[src/rtl/press_pkg.sv]
// Shared constants and helpers for the press counter bank and its debouncers.
package press_pkg;

   localparam int PRESS_WRAP = 0;
   localparam int PRESS_SAT  = 1;

   localparam int CHANNELS_MIN  = 1;
   localparam int CHANNELS_MAX  = 16;
   localparam int WIDTH_MIN     = 2;
   localparam int WIDTH_MAX     = 16;
   localparam int DEBOUNCE_MIN  = 1;
   localparam int DEBOUNCE_MAX  = 1 << 20;

   function automatic int clog2(input int value);
      int result;
      result = 0;
      for (int i = 0; i < 31; i++) begin
         if ((1 << i) < value) begin
            result = i + 1;
         end
      end
      return result;
   endfunction

   // Vectors still need one bit when only a single value is possible.
   function automatic int clog2_min1(input int value);
      return (clog2(value) < 1) ? 1 : clog2(value);
   endfunction

endpackage

[src/rtl/press_debouncer.sv]
// One button: 2-FF synchroniser, stability-counter debouncer and rising-edge press pulse.
module press_debouncer
   import press_pkg::*;
#(
   parameter int DEBOUNCE_CYCLES = 16
) (
   input  logic clock,
   input  logic reset,
   input  logic raw,
   output logic press
);

   localparam int            CW   = clog2_min1(DEBOUNCE_CYCLES);
   localparam logic [CW-1:0] LAST = CW'(DEBOUNCE_CYCLES - 1);

   logic          sync1;
   logic          sync2;
   logic          level;
   logic          level_q;
   logic [CW-1:0] stable_cnt;

   always_ff @(posedge clock or negedge reset) begin
      if (!reset) begin
         sync1      <= 1'b0;
         sync2      <= 1'b0;
         level      <= 1'b0;
         level_q    <= 1'b0;
         stable_cnt <= '0;
      end else begin
         sync1   <= raw;
         sync2   <= sync1;
         level_q <= level;
         // Any sample agreeing with the accepted level restarts the stability window.
         if (sync2 == level) begin
            stable_cnt <= '0;
         end else if (stable_cnt == LAST) begin
            level      <= sync2;
            stable_cnt <= '0;
         end else begin
            stable_cnt <= stable_cnt + CW'(1);
         end
      end
   end

   assign press = level & ~level_q;

endmodule

[src/rtl/press_counter_bank.sv]
// Multi-channel up/down press counter with debounced buttons, wrap or saturate limits,
// sticky overflow flags, a registered channel-select readout and a flat counter vector.
module press_counter_bank
   import press_pkg::*;
#(
   parameter int CHANNELS        = 4,
   parameter int WIDTH           = 8,
   parameter int DEBOUNCE_CYCLES = 16,
   parameter int SATURATE        = 0,
   parameter int RESET_VALUE     = 0
) (
   input  logic                          clock,
   input  logic                          reset,
   input  logic [CHANNELS-1:0]           countu,
   input  logic [CHANNELS-1:0]           countd,
   input  logic                          clear,
   input  logic [clog2_min1(CHANNELS)-1:0] sel,
   output logic [WIDTH-1:0]              nr_presses,
   output logic [CHANNELS*WIDTH-1:0]     count_all,
   output logic [CHANNELS-1:0]           press_evt,
   output logic [CHANNELS-1:0]           ovf_flag
);

   localparam int               SELW     = clog2_min1(CHANNELS);
   localparam int               SLOTS    = 1 << SELW;
   localparam logic [WIDTH-1:0] RST_VAL  = WIDTH'(RESET_VALUE);
   localparam logic [WIDTH-1:0] MAX_VAL  = '1;
   localparam logic [WIDTH-1:0] MIN_VAL  = '0;
   localparam bit               SAT_MODE = (SATURATE == PRESS_SAT);

   if (CHANNELS < CHANNELS_MIN || CHANNELS > CHANNELS_MAX ||
       WIDTH < WIDTH_MIN || WIDTH > WIDTH_MAX ||
       DEBOUNCE_CYCLES < DEBOUNCE_MIN || DEBOUNCE_CYCLES > DEBOUNCE_MAX ||
       (SATURATE != PRESS_WRAP && SATURATE != PRESS_SAT)) begin : g_bad_param
      $error("press_counter_bank: parameter out of range");
   end

   logic [CHANNELS-1:0] up_press;
   logic [CHANNELS-1:0] dn_press;
   logic [WIDTH-1:0]    cnt  [CHANNELS];
   logic [WIDTH-1:0]    slot [SLOTS];

   for (genvar ch = 0; ch < CHANNELS; ch++) begin : g_chan
      press_debouncer #(
         .DEBOUNCE_CYCLES (DEBOUNCE_CYCLES)
      ) u_up (
         .clock (clock),
         .reset (reset),
         .raw   (countu[ch]),
         .press (up_press[ch])
      );

      press_debouncer #(
         .DEBOUNCE_CYCLES (DEBOUNCE_CYCLES)
      ) u_dn (
         .clock (clock),
         .reset (reset),
         .raw   (countd[ch]),
         .press (dn_press[ch])
      );

      assign count_all[ch*WIDTH +: WIDTH] = cnt[ch];
   end

   always_ff @(posedge clock or negedge reset) begin
      if (!reset) begin
         for (int ch = 0; ch < CHANNELS; ch++) begin
            cnt[ch] <= RST_VAL;
         end
         press_evt <= '0;
         ovf_flag  <= '0;
      end else if (clear) begin
         for (int ch = 0; ch < CHANNELS; ch++) begin
            cnt[ch] <= RST_VAL;
         end
         press_evt <= '0;
         ovf_flag  <= '0;
      end else begin
         for (int ch = 0; ch < CHANNELS; ch++) begin
            // Opposing presses in the same cycle cancel and produce no event.
            press_evt[ch] <= up_press[ch] ^ dn_press[ch];
            if (up_press[ch] && !dn_press[ch]) begin
               if (cnt[ch] == MAX_VAL) begin
                  ovf_flag[ch] <= 1'b1;
                  if (!SAT_MODE) begin
                     cnt[ch] <= MIN_VAL;
                  end
               end else begin
                  cnt[ch] <= cnt[ch] + WIDTH'(1);
               end
            end else if (dn_press[ch] && !up_press[ch]) begin
               if (cnt[ch] == MIN_VAL) begin
                  ovf_flag[ch] <= 1'b1;
                  if (!SAT_MODE) begin
                     cnt[ch] <= MAX_VAL;
                  end
               end else begin
                  cnt[ch] <= cnt[ch] - WIDTH'(1);
               end
            end
         end
      end
   end

   // Select slots beyond the last channel read as zero.
   for (genvar s = 0; s < SLOTS; s++) begin : g_slot
      if (s < CHANNELS) begin : g_used
         assign slot[s] = cnt[s];
      end else begin : g_empty
         assign slot[s] = '0;
      end
   end

   always_ff @(posedge clock or negedge reset) begin
      if (!reset) begin
         nr_presses <= RST_VAL;
      end else begin
         nr_presses <= slot[sel];
      end
   end

endmodule

[config.mk]
export PLATFORM = sky130hd
export DESIGN_NAME = press_counter_bank
export DESIGN_NICKNAME = d
export VERILOG_FILES = /design/src/rtl/press_pkg.sv /design/src/rtl/press_debouncer.sv /design/src/rtl/press_counter_bank.sv
export SDC_FILE = /design/constraint.sdc
export NUM_CORES = 1
export LEC_CHECK = 0
export CORE_MARGIN = 2
export CORE_UTILIZATION = 29
export DETAILED_ROUTE_END_ITERATION = 8
export RECOVER_POWER = 50
export SLEW_MARGIN = 25
export SYNTH_ARGS = -nofsm -noshare
export SYNTH_HDL_FRONTEND = slang
export SYNTH_SLANG_ARGS = --single-unit
[constraint.sdc]
create_clock -name clock -period 2.1 [get_ports clock]
set_clock_uncertainty 0.2 [all_clocks]
set_input_delay 0.42 -clock clock [delete_from_list [all_inputs] [get_ports clock]]
set_output_delay 0.42 -clock clock [all_outputs]
set_load 0.005 [all_outputs]
## After elaboration in Yosys (flattened, before gate mapping)

Cells that the tools add are included.

- Add/sub/neg operators: 16
- $lt $le $gt $ge: 1
- Equal/unequal tests: 24
- Muxes and demuxes: 54
- Bitwise gates (word level): 29
- Reductions and logical operators: 40

Operators with widths:

| operator | number |
|---|---|
| 2-to-1 mux 8 bit | 18 |
| 2-to-1 mux 4 bit | 18 |
| adder 4 x 1 -> 4 bit, second input constant | 8 |
| adder 8 x 1 -> 8 bit, second input constant | 4 |
| == test 4 bit, second input constant | 8 |
| == test 8 bit, second input constant | 4 |
| logical NOT 8 bit | 4 |
| 2-to-1 mux 32 bit | 1 |
| subtractor 8 x 1 -> 8 bit, second input constant | 4 |
| nonzero test 3 bit | 8 |
| binary-select mux 8 bit (select 2 bit) | 1 |
| 2-to-1 mux 1 bit | 16 |
| NOT 1 bit | 16 |
| AND reduction 2 bit | 8 |
| inequality test 3 x 2 -> 1 bit, second input constant | 4 |
| AND reduction 3 bit | 4 |
| bitwise AND 1 bit | 8 |
| == test 1 bit | 8 |
| logical AND 1 bit | 8 |
| logical NOT 1 bit | 8 |
| bitwise XOR 1 bit | 4 |
| greater-or-equal comparator 3 bit, second input constant | 1 |
| NOT 2 -> 3 bit | 1 |

- Flip-flop bits (word level): 112
- Input port bits: 13
- Output and inout bits: 48
- Logic and storage cells: 214

## Logic depth before layout (Yosys ltp)

Gate-level depths: netlist of the first run.

- Word-level depth: 7
- Depth in mapped cells: 8
- Mapped depth without buffers: 7

## Cells and area by module

From an unflattened synthesis of the first run, not the netlist that was laid out.

- Cells, all modules: 574
- Area total of the unflattened synthesis: 6043.3 um2

Modules (own cells, without submodules):

| module | times used | cells each | area each (um2) | sequential area each (um2) |
|---|---|---|---|---|
| press_counter_bank | 1 | 398 | 3550.9 | 1201.2 |
| press_debouncer | 8 | 22 | 311.5 | 200.2 |

## Least setup slack after synthesis of the first run

Ideal clock, no wire load.

- Path kind: register to register
- Start: register cnt, in the netlist count_all[0]
- End: register cnt, in the netlist count_all[0]
- Library setup time: 111 ps
- Data arrival time: 1786 ps
- Data required time: 1789 ps
- Slack: 2 ps
- Cell stages (with the launch flop): 7
- Buffers on the path: 0
- Period minus slack after synthesis: 2098 ps
- Cells stage by stage: dfrtp_1 > inv_1 > ha_1 > or4b_1 > o41ai_1 > a21oi_1 > a2111oi_2

- Word-level cells in the longest chain between the ends: 5
- Elaborated cells on any way between the ends: 9
- Classes of those cells: 2 x add/sub; 1 x eq/ne; 5 x mux; 1 x reduce/logical

Ends and longest elaborated chain:

| item | RTL line | RTL |
|---|---|---|
| start, declared | press_counter_bank.sv:40 | `logic [WIDTH-1:0] cnt [CHANNELS];` |
| start signal, assigned by index | press_counter_bank.sv:89 | `cnt[ch] <= cnt[ch] + WIDTH'(1);` |
| start signal, assigned by index | press_counter_bank.sv:98 | `cnt[ch] <= cnt[ch] - WIDTH'(1);` |
| subtractor 8 x 1 -> 8 bit or logical NOT 8 bit (tied branches) | press_counter_bank.sv:98, press_counter_bank.sv:92 |  |
| 2-to-1 mux 8 bit | press_counter_bank.sv:92 | `if (cnt[ch] == MIN_VAL) begin` |
| 2-to-1 mux 8 bit | press_counter_bank.sv:91 | `end else if (dn_press[ch] && !up_press[ch]) begin` |
| 2-to-1 mux 8 bit * | press_counter_bank.sv:82 | `if (up_press[ch] && !dn_press[ch]) begin` |
| 2-to-1 mux 32 bit * | press_counter_bank.sv:72 | `end else if (clear) begin` |

Mark *: on every way between the ends. The rest lies on a longest branch, timed or not. The select of a mux whose other input is x is not followed.
A chain may end at the register's enable or synchronous reset.

## Worst setup path in the final report of the first run

- Start: register cnt, in the netlist count_all[2]
- End: output port count_all[2]

RTL lines:

| item | RTL line | RTL |
|---|---|---|
| end, declared | press_counter_bank.sv:19 | `output logic [CHANNELS*WIDTH-1:0] count_all,` |

No word-level cell between the ends.

==> metrics.md, run 1 <==
| Metric | Value |
|---|---|
| Status | complete, no violations |
| Combined flip-flop and latch cell area | 2820 um2 |
| Maximum fanout along the worst path | 13 |
| Net total in the final layout | 716 |
| Critical path class | flop to output port |
| Worst slew margin | 48.3% |
| R2r setup slk | 80 ps |
| Main flop type after synthesis | dfrtp_1 |
| Critical Path AT | 1430 ps |
| Count of final setup violators | 0 |
| Synthesis-stage register bit count | 112 |
| Clk sinks | 112 |
| Pre-CTS setup slack | -21.8 ps |
| Drt wl/cell | 14.9 um |
| Endpoints failing hold | 0 |
| Levels on crit path | 2 |
| Final Max Slew Viols | 0 |
| Pwr dens | 581 nW/um2 |
| Global placement routability congestion | 0.834 |
| Layout cells sized above 1 | 17.9% |
| Synth-to-layout area growth | 28.5% |
| Post-Synth Simple-Gate Area | 18.5% |
| IO Pins | 61 |
| Total track usage | 13.5% |
| Highest metal used | met4 |
| Crit start category | flop |
| Top delay family on crit path | buffers and inverters |
| Clk Latency, worst-skew pair | 360 ps |
| Setup ws final | 46.4 ps |
| Area occupied by multi-input gates | 2840 um2 |
| NetSw | 1020 uW |
| Synth Cell Area | 5860 um2 |
| Die width | 146 um |
| WL met3 | 784 um |
| First-pass GRT wire length | 23,700 um |
| Worst VDD drop | 376 uV |
| Total vias in the final route | 4,804 |
| H-tree depth | 3 |
| Synth Area in Compound Gates | 15.3% |
| WL final | 14,200 um |
| Register share of total power | 51.9% |
| CP peak stage delay | 530 ps |
| CTS buffer count | 9 |
| Drt drc | 0 |
| Vias per std cell | 5.04 |
| Worst-Margin Slew | 776 ps |
| Critical path destination | count_all[2] |
| Number of flops mapped to enable cells by yosys | 0 |
| IO Port Bufs | 60 |
| CP Data Required Time | 1480 ps |
| Largest net degree at the start of global routing | 83 |
| Core area | 20,000 um2 |
| RSZ-0062 raised after global routing | yes |
| Buf+Inv Stages, Crit Path | 2 |
| CTS Buffer Depth | 2 |
| Yosys cell types | 66 |
| Largest family of logic cells by synthesized area | simple AND/OR/NAND/NOR gates |
| Post-synthesis sequential area ratio | 47.8% |
| Initial antenna violation count | 0 |
| Grt ovf | 0 |
| Cell breakdown of the critical path | buf_4 > clkdlybuf4s50_1 |
| Layout fillers | 2,025 |
| R2R Path Start | count_all[0] |
| Cells after Synth | 576 |
| N_diodes | 0 |
| Antenna-violating nets left | 0 |
| DP HPWL | 10,300 um |
| Max-cap violations | 0 |
| Reg clk slew, reported paths | 80 ps |
| Int Power | 3350 uW |
| P_leak | 0.00320 uW |
| Crit share post-route | 97.8% |
| Ys Warns | 0 |
| Synth Area in XOR/XNOR | 3.74% |
| Adder-Cell Fraction of Synth Area | 5.34% |
| Drt pass-1 iters | 7 |
| Chip height | 146 um |
| Crit-path slowest cell | clkdlybuf4s50_1 |
| Worst hold path type | flop to flop |
| Mux cell area share after synthesis | 4.67% |
| DRT iter0 DRCs | 324 |
| Worst setup EP type | output port |
| Min Tclk post-route | 2050 ps |
| Async SR Flop Fraction | 100% |
| Worst flop-to-flop path endpoint | count_all[0] |
| Most frequent cells in the layout | dfrtp_1, buf_4, clkdlybuf4s50_1, nor2_1, a21oi_1 |
| CTS tree | yes |
| # rows | 52 |
| FF-to-FF path depth | 6 |
| Routed wl met2 | 6920 um |
| Sw Ratio | 23.3% |
| Clock root cell | clkbuf_16 |
| Syn Area/Cell | 10.2 um2 |
| Die area | 21,400 um2 |
| Most common cell after layout, fill and taps aside | dfrtp_1 |
| Fmax | 487 MHz |
| CP Launch Point | count_all[2] |
| Met1 wire length | 6360 um |
| Combinational power share | 6.9% |
| Clock Power Share | 41.2% |
| WHS | 150 ps |
| Starting Density | 29.3% |
| Syn nets | 614 |
| Vias in the first global route | 4,636 |
[power groups by stage]
stage / clock network (uW) / logic (uW) / registers [uW]
after floorplan: 0 / 164 / 2300
after global placement: 0 / 309 / 2310
after detailed placement: 0 / 311 / 2310
after CTS: 1870 / 315 / 2270
after global routing: 1940 / 344 / 2280
final: 1800 / 302 / 2270
[Yosys cell counts (all sizes together), types with 5 or more instances]
master  number  area share [%]
and3         8            0.85
nand4b      11             1.6
mux2         8             1.5
o21ai       26             2.2
nand2b      10             1.1
inv         30             1.9
nor3b       11             1.4
xnor2       23             3.4
nor4         5            0.53
o31ai        6            0.77
buf          6            0.79
nor2        43             2.8
nand2       23             1.5
dfrtp      112              48
a21oi       36             3.1
o21a         7            0.90
nor2b       14             1.5
clkbuf      30             1.9
a31oi        7            0.75
mux4         8             3.1
nand4       11             1.2
ha          25             5.3
nor3        15             1.3
nand3       26             2.2
[final cells by class]
cell class,count,area share (%)
clock buffers,11,3.35
clock inverters,5,0.830
inverters,31,1.54
multi-input cells,397,37.7
flip-flops and latches,112,37.4
well taps,270,4.48
repair buffers,127,14.7
[worst min-delay path by stage]
stage | slack (ps) | end | from | depth (start not counted)
final | 150 | g_chan[2].u_up.sync2 | g_chan[2].u_up.sync1 | 0
after global routing | 160 | g_chan[2].u_up.sync2 | g_chan[2].u_up.sync1 | 0
after CTS | 150 | g_chan[2].u_up.sync2 | g_chan[2].u_up.sync1 | 0
after detailed placement | 130 | g_chan[2].u_up.sync2 | g_chan[2].u_up.sync1 | 0
after global placement | 130 | g_chan[0].u_dn.sync2 | g_chan[0].u_dn.sync1 | 0
after floorplan | -80 | count_all[0] | reset | 0
[registers in the layout, summed over array words and instances, names as in the netlist]
| signal | count |
|---|---|
| g_chan.u_up.sync1 | 4 |
| g_chan.u_up.level_q | 4 |
| g_chan.u_up.level | 4 |
| g_chan.u_dn.sync2 | 4 |
| nr_presses | 8 |
| g_chan.u_dn.sync1 | 4 |
| count_all | 32 |
| g_chan.u_up.sync2 | 4 |
| g_chan.u_up.stable_cnt | 16 |
| ovf_flag | 4 |
| press_evt | 4 |
| g_chan.u_dn.level_q | 4 |
| g_chan.u_dn.stable_cnt | 16 |
| g_chan.u_dn.level | 4 |
[kinds of logic after synthesis]
logic type / count (synthesis)
mux: 16
flops: 112
xor+xnor: 25
simple gates: 197
compound gates: 134
fa+ha+maj: 25
buf+inv: 67
[what timing repair did]
item / in CTS / in global routing
resized for setup: 7 / 20
pin swaps: 0 / 3
hold buffers: 1 / 0
hold endpoints to repair: 112 / 0
endpoints found under the setup margin: 7 / 16
buffers inserted: 0 / 1
[worst reg2reg max path, delay by kind of cell, from the launching register on]
family          cells  cell delay, ps
compound gates      3             630
simple gates        1             480
flops               1             400
fa+ha+maj           1             130
buf+inv             1              90
[per-layer routing]
layer  up-vias  GRT usage, %
met2       125          22.6
li1       2301             -
met3        11          3.69
met5         -             0
met4         0          2.67
met1      2367          17.7
[through the flow]
step | total power, uW | setup TNS (ps) | utilization, % | instance area (um2) | cells
floorplan | 2460 | 0 | - | 5860 | 576
global placement | 2620 | 0 | 35.7 | 7150 | 935
detailed placement | 2620 | -21.8 | 35.7 | 7150 | 935
CTS | 4460 | 0 | 37.4 | 7490 | 952
global route | 4570 | -14.8 | 37.6 | 7530 | 953
finish | 4370 | 0 | 37.6 | 7530 | 953
Power figures use the tool's default switching activity.
==> run 2, diff against run 1 <==
--- a/config.mk
+++ b/config.mk
@@ -7,6 +7,7 @@
 export LEC_CHECK = 0
 export CORE_MARGIN = 2
 export CORE_UTILIZATION = 29
+export CTS_CLUSTER_SIZE = 28
 export DETAILED_ROUTE_END_ITERATION = 8
 export RECOVER_POWER = 50
 export SLEW_MARGIN = 25
==> results of run 2 <==
Same layout as run 1: the final DEF is identical, and so are final timing and power.
==> run 3, diff against run 2 <==
--- a/config.mk
+++ b/config.mk
@@ -7,6 +7,7 @@
 export LEC_CHECK = 0
 export CORE_MARGIN = 2
 export CORE_UTILIZATION = 29
+export CTS_BUF_LIST = sky130_fd_sc_hd__clkbuf_8
 export CTS_CLUSTER_SIZE = 28
 export DETAILED_ROUTE_END_ITERATION = 8
 export RECOVER_POWER = 50
==> metrics.md, run 3 (same netlist as run 1, synthesis figures left out) <==
| Metric | Value |
|---|---|
| Max reg flops | 32 (unchanged) |
| Crit share post-route | 98.6% (+0.81 points) |
| CP peak stage delay | 510 ps (-20 ps) |
| Drt pass-1 iters | 6 (-1) |
| Clock Power Share | 34.9% (-6.3 points) |
| Vias in the first global route | 4,623 (-0.28%) |
| Status | complete, no violations |
| Global placement routability congestion | 0.834 (unchanged) |
| CTS tree | yes |
| Crit-path slowest cell | clkdlybuf4s50_1 |
| Worst setup EP type | output port |
| Placed cells | 935 (unchanged) |
| Finished Layout Cells | 957 (+0.42%) |
| Core area | 20,000 um2 (unchanged) |
| Initial antenna violation count | 0 (unchanged) |
| Reg clk slew, reported paths | 110 ps (+30 ps) |
| Crit start category | flop |
| DRT iter0 DRCs | 335 (+3.4%) |
| Drt drc | 0 (unchanged) |
| Endpoints failing hold | 0 (unchanged) |
| P_leak | 0.00323 uW (+1.0%) |
| Drt wl/cell | 14.7 um (-0.89%) |
| Clk Latency, worst-skew pair | 380 ps (+20 ps) |
| DP HPWL | 10,300 um (unchanged) |
| Most common cell after layout, fill and taps aside | dfrtp_1 |
| Max-cap violations | 0 (unchanged) |
| IO Pins | 61 (unchanged) |
| Pwr dens | 527 nW/um2 (-9.2%) |
| Sw Ratio | 24.6% (+1.3 points) |
| Top delay family on crit path | buffers and inverters |
| Clk sinks | 112 (unchanged) |
| Worst VDD drop | 302 uV (-20%) |
| # rows | 52 (unchanged) |
| CP Data Required Time | 1480 ps (about the same) |
| RSZ-0062 raised after global routing | yes |
| Buf+Inv Stages, Crit Path | 2 (unchanged) |
| Power Total | 3950 uW (-9.7%) |
| Setup_tns | 0 ps (unchanged) |
| Most frequent cells in the layout | dfrtp_1, buf_4, clkdlybuf4s50_1, nor2_1, a21oi_1 |
| First-pass GRT wire length | 23,600 um (-0.12%) |
| Layout fillers | 2,027 (+0.099%) |
| IO Port Bufs | 60 (unchanged) |
| NetSw | 970 uW (-4.8%) |
| Cell breakdown of the critical path | buf_4 > clkdlybuf4s50_1 |
| N_diodes | 0 (unchanged) |
| Final Max Slew Viols | 0 (unchanged) |
| WL final | 14,100 um (-0.47%) |
| Maximum fanout along the worst path | 8 (-5) |
| Synth-to-layout area growth | 27.8% |
| Die width | 146 um (unchanged) |
| Final Util | 37.4% (-0.22 points) |
| Count of final setup violators | 0 (unchanged) |
| Combinational power share | 7.6% (+0.7 points) |
| Vias per std cell | 5.04 (about the same) |
| Layout cells sized above 1 | 19.1% (+1.2 points) |
| H-tree depth | 3 (unchanged) |
| Worst slew margin | 30.7% (-18 points) |
| CTS buffer count | 9 (unchanged) |
| Total track usage | 13.5% (-0.052 points) |
| Critical path class | flop to output port |
| Total vias in the final route | 4,823 (+0.40%) |
| Fmax | 483 MHz (-0.82%) |
| Combined flip-flop and latch cell area | 2820 um2 (+0.22%) |
| Net total in the final layout | 720 (+0.56%) |
| Chip height | 146 um (unchanged) |
| Grt ovf | 0 (unchanged) |
| Die area | 21,400 um2 (unchanged) |
| Critical Path AT | 1450 ps (+20 ps) |
| Area occupied by multi-input gates | 2840 um2 (unchanged) |
| Min Tclk post-route | 2070 ps (+17.0 ps) |
| Antenna-violating nets left | 0 (unchanged) |
| Worst-Margin Slew | 1040 ps (+264 ps) |
| Worst hold path type | flop to flop |
| CTS Buffer Depth | 2 (unchanged) |
| Largest net degree at the start of global routing | 83 (unchanged) |
| Starting Density | 29.3% (unchanged) |
| Register share of total power | 57.5% (+5.6 points) |
| Int Power | 2980 uW (-11%) |
| Clock root cell | clkbuf_8 |
-- run 3: cell count changes in the layout (fill, tap and decap cells not counted), sizes merged --
cell	before	now
clkdlybuf4s50	47	44
buf	60	64
dlymetal6s2s	2	5
dlygate4sd3	10	9
dlygate4sd2	1	2
-- run 3: final cells by class --
type / instances / area share, %
tap: 270 / 4.51
clock buffer: 11 / 2.02
clock inverter: 5 / 0.835
sequential: 112 / 37.7
timing repair buffer: 131 / 15.5
inverter: 31 / 1.55
multi-input combinational: 397 / 37.9
-- run 3: repair_timing --
item | in CTS | in global routing
pin swaps | 0 | 3
hold buffers | 1 | 0
endpoints found under the setup margin | 16 | 25
hold endpoints to repair | 112 | 0
buffers inserted | 1 | 4
resized for setup | 18 | 21
-- run 3: power by group through the flow --
stage / clock (uW) / sequential, uW / combinational (uW)
detailed placement: 0 / 2310 / 311
floorplan: 0 / 2300 / 164
CTS: 1440 / 2270 / 315
finish: 1380 / 2270 / 299
global route: 1520 / 2280 / 341
global placement: 0 / 2310 / 309
-- run 3: through the flow --
step	cell area [um2]	setup WS (ps)	hold WS, ps
2_1_floorplan	5860	2.27	-75.6
3_3_place_gp	7150	5.11	133
3_5_place_dp	7150	-21.8	135
4_1_cts	7410	0.192	158
5_1_grt	7490	-69.3	163
6_report	7490	29.4	156
-- run 3: worst register-to-register path, cell delays in order (launching register included) --
cell	delay (ps)
dfrtp_1	400
inv_2	80
ha_4	130
or4b_4	480
o41ai_4	370
a21oi_2	90
a2111oi_2	200
-- run 3: worst paths after layout --
check                                          start                    to  slack, ps  cells past startpoint
max in group asynchronous                      reset         count_all[28]        290                      3
worst max-delay path                    count_all[1]          count_all[1]         30                      2
worst max register to register          count_all[0]          count_all[0]         40                      6
min in group asynchronous                      reset          count_all[2]        570                      3
worst min register to register  g_chan[2].u_up.sync1  g_chan[2].u_up.sync2        160                      0
worst min-delay path            g_chan[2].u_up.sync1  g_chan[2].u_up.sync2        160                      0
-- run 3: layer usage --
| layer | GRT usage (%) | up-vias | wire [um] |
|---|---|---|---|
| met5 | 0 | - | 0 |
| met2 | 22.5 | 139 | 6870 |
| met1 | 17.7 | 2364 | 6380 |
| met3 | 3.66 | 13 | 801 |
| li1 | - | 2307 | - |
| met4 | 2.48 | 0 | 66 |
